[src/rtl/program_loader_pkg.sv]
// Shared constants, state encoding and helpers for the boot-time program loader.
package program_loader_pkg;

  localparam int DEFAULT_INSTR_WIDTH = 32;
  localparam int DEFAULT_ADDR_WIDTH  = 10;

  localparam logic [7:0] LOADER_MAGIC       = 8'hA5;
  localparam int         LOADER_COUNT_WIDTH = 16;

  typedef enum logic [2:0] {
    ST_IDLE     = 3'd0,
    ST_COUNT_HI = 3'd1,
    ST_COUNT_LO = 3'd2,
    ST_DATA     = 3'd3,
    ST_WRITE    = 3'd4,
    ST_CHECK    = 3'd5,
    ST_DONE     = 3'd6,
    ST_ERROR    = 3'd7
  } loader_state_t;

  // States in which the loader is willing to take a byte off the link.
  function automatic logic state_accepts_byte(input loader_state_t s);
    return (s == ST_IDLE) || (s == ST_COUNT_HI) || (s == ST_COUNT_LO) ||
           (s == ST_DATA) || (s == ST_CHECK);
  endfunction

endpackage

[src/rtl/program_loader_word_assembler.sv]
// Packs big-endian bytes into one instruction word; word_full flags the byte that completes it.
module program_loader_word_assembler #(
  parameter int INSTR_WIDTH = 32
) (
  input  logic                   clock,
  input  logic                   reset,
  input  logic                   shift_en,
  input  logic [7:0]             byte_in,
  output logic [INSTR_WIDTH-1:0] word,
  output logic                   word_full
);

  localparam int BYTES = INSTR_WIDTH / 8;
  localparam int CNT_W = (BYTES > 1) ? $clog2(BYTES) : 1;

  logic [INSTR_WIDTH-1:0] word_reg;
  logic [CNT_W-1:0]       byte_count_reg;
  logic                   last_byte;

  assign last_byte = (byte_count_reg == CNT_W'(BYTES - 1));
  assign word_full = shift_en & last_byte;
  assign word      = word_reg;

  // Earlier bytes move toward the MSBs, so the first byte ends up on top.
  always_ff @(posedge clock or negedge reset) begin
    if (!reset) begin
      word_reg       <= '0;
      byte_count_reg <= '0;
    end else if (shift_en) begin
      word_reg       <= INSTR_WIDTH'({word_reg, byte_in});
      byte_count_reg <= last_byte ? '0 : byte_count_reg + 1'b1;
    end
  end

endmodule

[src/rtl/program_loader.sv]
// Boot loader: frame parser, program-memory writer and core reset hold.
// Define LOADER_CHECKSUM_EN to require a trailing XOR check byte before release.
module program_loader
  import program_loader_pkg::*;
#(
  parameter int          INSTR_WIDTH  = DEFAULT_INSTR_WIDTH,
  parameter int          ADDR_WIDTH   = DEFAULT_ADDR_WIDTH,
  parameter int unsigned BASE_ADDRESS = 0
) (
  input  logic                   clock,
  input  logic                   reset,
  input  logic [7:0]             rx_data,
  input  logic                   rx_valid,
  output logic                   rx_ready,
  output logic                   pm_write_enable,
  output logic [ADDR_WIDTH-1:0]  pm_address,
  output logic [INSTR_WIDTH-1:0] pm_data,
  output logic                   core_reset_n,
  output logic                   load_done,
  output logic                   load_error
);

  localparam logic [ADDR_WIDTH-1:0] BASE_ADDR = ADDR_WIDTH'(BASE_ADDRESS);

  loader_state_t                 state_reg;
  logic [7:0]                    count_hi_reg;
  logic [LOADER_COUNT_WIDTH-1:0] words_remaining_reg;
  logic [LOADER_COUNT_WIDTH-1:0] word_count;
  logic [ADDR_WIDTH-1:0]         pm_address_reg;
  logic                          core_reset_n_reg;
  logic                          load_done_reg;
  logic                          byte_accept;
  logic                          shift_en;
  logic                          word_full;

  assign rx_ready        = state_accepts_byte(state_reg);
  assign pm_write_enable = (state_reg == ST_WRITE);
  assign byte_accept     = rx_valid & rx_ready;
  assign shift_en        = byte_accept & (state_reg == ST_DATA);
  assign word_count      = {count_hi_reg, rx_data};
  assign pm_address      = pm_address_reg;
  assign core_reset_n    = core_reset_n_reg;
  assign load_done       = load_done_reg;

`ifdef LOADER_CHECKSUM_EN
  logic [7:0] checksum_reg;
  logic       load_error_reg;
  assign load_error = load_error_reg;
`else
  assign load_error = 1'b0;
`endif

  program_loader_word_assembler #(
    .INSTR_WIDTH(INSTR_WIDTH)
  ) u_word_assembler (
    .clock    (clock),
    .reset    (reset),
    .shift_en (shift_en),
    .byte_in  (rx_data),
    .word     (pm_data),
    .word_full(word_full)
  );

  always_ff @(posedge clock or negedge reset) begin
    if (!reset) begin
      state_reg           <= ST_IDLE;
      count_hi_reg        <= '0;
      words_remaining_reg <= '0;
      pm_address_reg      <= BASE_ADDR;
      core_reset_n_reg    <= 1'b0;
      load_done_reg       <= 1'b0;
`ifdef LOADER_CHECKSUM_EN
      checksum_reg        <= '0;
      load_error_reg      <= 1'b0;
`endif
    end else begin
      case (state_reg)
        ST_IDLE: begin
          if (byte_accept && (rx_data == LOADER_MAGIC)) state_reg <= ST_COUNT_HI;
        end
        ST_COUNT_HI: begin
          if (byte_accept) begin
            count_hi_reg <= rx_data;
            state_reg    <= ST_COUNT_LO;
          end
        end
        ST_COUNT_LO: begin
          if (byte_accept) begin
            words_remaining_reg <= word_count;
            if (word_count == '0) begin
`ifdef LOADER_CHECKSUM_EN
              state_reg        <= ST_CHECK;
`else
              state_reg        <= ST_DONE;
              load_done_reg    <= 1'b1;
              core_reset_n_reg <= 1'b1;
`endif
            end else begin
              state_reg <= ST_DATA;
            end
          end
        end
        ST_DATA: begin
          if (byte_accept) begin
`ifdef LOADER_CHECKSUM_EN
            checksum_reg <= checksum_reg ^ rx_data;
`endif
            if (word_full) state_reg <= ST_WRITE;
          end
        end
        ST_WRITE: begin
          // Address wraps modulo 2^ADDR_WIDTH by construction of the register width.
          pm_address_reg      <= pm_address_reg + 1'b1;
          words_remaining_reg <= words_remaining_reg - 1'b1;
          if (words_remaining_reg == LOADER_COUNT_WIDTH'(1)) begin
`ifdef LOADER_CHECKSUM_EN
            state_reg        <= ST_CHECK;
`else
            state_reg        <= ST_DONE;
            load_done_reg    <= 1'b1;
            core_reset_n_reg <= 1'b1;
`endif
          end else begin
            state_reg <= ST_DATA;
          end
        end
`ifdef LOADER_CHECKSUM_EN
        ST_CHECK: begin
          if (byte_accept) begin
            if (rx_data == checksum_reg) begin
              state_reg        <= ST_DONE;
              load_done_reg    <= 1'b1;
              core_reset_n_reg <= 1'b1;
            end else begin
              state_reg      <= ST_ERROR;
              load_error_reg <= 1'b1;
            end
          end
        end
`else
        ST_CHECK: state_reg <= ST_IDLE;
`endif
        default: ;
      endcase
    end
  end

endmodule

[config.mk]
export PLATFORM = sky130hd
export DESIGN_NAME = program_loader
export DESIGN_NICKNAME = d
export VERILOG_FILES = /design/src/rtl/program_loader_pkg.sv /design/src/rtl/program_loader_word_assembler.sv /design/src/rtl/program_loader.sv
export SDC_FILE = /design/constraint.sdc
export NUM_CORES = 1
export LEC_CHECK = 0
export BUFFER_PORTS_ARGS = -buffer_cell sky130_fd_sc_hd__buf_2
export CAP_MARGIN = 25
export CELL_PAD_IN_SITES_DETAIL_PLACEMENT = 1
export CELL_PAD_IN_SITES_GLOBAL_PLACEMENT = 2
export CORE_MARGIN = 2
export CORE_UTILIZATION = 34
export CTS_BUF_LIST = sky130_fd_sc_hd__clkbuf_8
export DETAILED_ROUTE_END_ITERATION = 8
export GPL_ROUTABILITY_DRIVEN = 0
export HOLD_SLACK_MARGIN = 0.12
export PLACE_DENSITY_LB_ADDON = 0.1
export RECOVER_POWER = 50
export SLEW_MARGIN = 20
export SYNTH_ARGS = -nofsm -noshare
export SYNTH_HDL_FRONTEND = slang
export SYNTH_SLANG_ARGS = --single-unit
[constraint.sdc]
create_clock -name clock -period 1.59 [get_ports clock]
set_input_delay 0.2385 -clock clock [delete_from_list [all_inputs] [get_ports clock]]
set_output_delay 0.2385 -clock clock [all_outputs]
set_load 0.01 [all_outputs]
==> results.toml <==
[status]
status = "finished, violations left"
violations = "negative setup slack"

[sta]
worst_pin_slew_ps = 1015
holdWs_ps = 215.5
hold_viol_final = 0
fin_worst_skew_ps = 7.566
setup_violations = 15
grt_setup_unrepaired = "yes"
period_needed_ps = 1741
slew_violations = 0
slew-limit-headroom = 0.3236
postLayoutSetupSlackWorst_ps = -150.5
post-route-period-util = 1.095
max_freq_ghz = 0.5745

[layout]
largest_reg_flops = 32
fill_cells = 1042
drive_above_1_share = 0.5126
n_antenna_cell = 0
syn2layout_area_growth_pct = 37.95
multi_input_area_sq_um = 1524
ff_latch_area_sq_um = 1802
num-nets-final = 408
stdcell_count = 527

[global_routing]
antenna_found_initial = 0
grt_usage = 0.1817
grt_max_degree = 73
grt_first_pass_wirelength_mm = 14.43
overflow = 0
grt_pass1_vias = 2781

[floorplanning]
design.die.area_sq_um = 10520
core_sq_um = 9328
ios = 58
num_rows = 35
die_w_microns = 102.6
start_util = 0.3541
die_h_microns = 102.6

[critical_path]
worstPathRequired_ps = 1830
worstPathCellList = "or3b_4, inv_2, buf_4, nand4_1, o211a_1, a211o_1"
critPathMaxFanout = 4
rr_endpoint = "words_remaining_reg[12]"
reg2reg_slack_ps = -150
crit_path_start_kind = "flip-flop"
crit_slowest_cell = "or3b_4"
reg2reg_depth = 6
max_stage_delay_ps = 410
reg2reg_from = "state_reg[1]"
endpoint_kind = "flip-flop"
crit_arrival_ps = 1980
crit_type = "flip-flop to flip-flop"

[detailed_routing]
viasPerCell = 4.975
dr.first_iter.drc_count = 52
wl_per_cell_microns = 16.83
drc_errors = 0
antenna_left = 0
firstDrtPassIters = 4
wirelength_mm = 8.867
vias = 2622

[yosys]
synth_enable_flop_cells = 0
synth.top_cell.area_share = 0.5455
synth_cell_types = 52
yosys.area.top_type = "dfrtp_1"
syn_inst = 276
avgSynthCellArea_sq_um = 11.97
synth-seq-cells = 72
yosys_warnings = 0
ys_async_sr_fraction = 1.000
ys_seq_area_frac = 0.5455
ys.flop_type = "dfrtp_1"
syn_nets = 291
netlist_top_cells_area = "dfrtp_1, mux2_2, xnor2_1"
synth_area_sq_um = 3303

[clocking]
insertion_delay_ps = 360
cts_sinks = 72
htree_levels = 3
cts-root-buf = "clkbuf_8"
clkTransAtPathRegs_ps = 90
cts_buffers = 9
cts_max_path_buffers = 2
cts_tree = "done"

[placement]
dp_cells = 496
port_buffers = 56
hpwlAfterDp_mm = 6.077
dp_slack_ps = -107.3

[power_and_ir_drop]
p_leak_nw = 2.167
vdd_drop_max_mv = 0.9224
finalPower_mw = 8.716
powerDensity_nw_per_um2 = 1913

[hold_path]
hold_path_class = "primary input to flip-flop"
holdPathStages = 2
min_to = "u_word_assembler.word[0]"
hold_start = "rx_data[0]"

[flow_run]
max_cap_violations = 0
==> metal layers <==
layer  vias to the layer above  share of wire  global-route usage
met5                         -              0                   0
met4                         0          0.013             0.05026
met3                        13          0.030             0.04136
met2                        37           0.49              0.2901
met1                      1323           0.46              0.2499
li1                       1249              -                   -
==> worst max-delay path by stage <==
stage / from / endpoint / cells after the start / slack, ps
floorplan: state_reg[0] / words_remaining_reg[12] / 7 / -160
detailed placement: rx_data[1] / state_reg[0] / 5 / -110
global route: state_reg[1] / words_remaining_reg[12] / 6 / -210
CTS: state_reg[1] / pm_write_enable / 5 / -150
global placement: rx_data[1] / state_reg[0] / 5 / -70
finish: state_reg[1] / words_remaining_reg[12] / 6 / -150
==> logic make-up (layout without fill, tap and decap cells) <==
family                     Yosys count  count (layout)  synth area share
and+or+nand+nor                     82              82            0.1371
DFF                                 72              72            0.5455
AOI/OAI and AO/OA                   43              43           0.09318
muxes                               43              43            0.1458
buffers and inverters               21             143           0.03561
xor gates and xnor gates            10              10           0.02652
adders and majority gates            4               4           0.01515
other                                1               1          0.001135
==> critical path: cells and delay by family, from the launching register on <==
| kind | cells | cell delay, ps |
|---|---|---|
| compound gates | 2 | 480 |
| buf+inv | 2 | 220 |
| simple gates | 2 | 540 |
| flops | 1 | 390 |
==> area by class of cell <==
type	instances	area share
Clock buffer	9	0.02718
Clock inverter	7	0.02252
Inverter	6	0.004942
Multi-Input combinational cell	183	0.3344
Sequential cell	72	0.3954
Tap cell	129	0.03542
Timing Repair Buffer	121	0.1801
==> synth_stat cells, types with 6 or more instances <==
library cell and number:
nand3_1 8, o21ai_0 6, dfrtp_1 72, xnor2_1 8, o211ai_1 7, mux2_2 41, nand4_1 7, nand2_1 18
a21oi_1 6, nor3_1 7, nor2_1 16
==> placed cells by master (no fill, tap or decap), types with 6 or more instances in the layout <==
cell type / n
buf_6: 10
mux2_2: 41
dfrtp_1: 72
nor2_1: 16
a21oi_1: 6
o211ai_1: 7
nand2_1: 14
nand4_1: 7
xnor2_1: 7
buf_4: 52
buf_2: 53
clkbuf_8: 9
==> what timing repair did <==
action	in CTS	in global routing
gates resized for setup	14	21
gates cloned	0	1
buffers inserted	9	4
endpoints found under the setup margin	13	35
pin swaps	10	5
endpoints found under the hold margin	72	0
hold buffers	1	0
==> per-stage QoR <==
step                      utilization  cell area (sq um)  setup TNS [ps]
final                          0.4885               4557          -909.1
after global routing           0.4885               4557           -2471
after CTS                      0.4765               4444          -970.0
after detailed placement       0.4373               4079          -584.7
after global placement         0.4373               4079          -216.7
after floorplan                     -               3322           -1134
==> power breakdown <==
group	switching (mW)	internal [mW]
Sequential	0.651	2.64
Clock	0.794	0.906
Combinational	1.76	1.97
Total	3.20	5.52
Note: power is estimated with default switching activity, not from simulation.
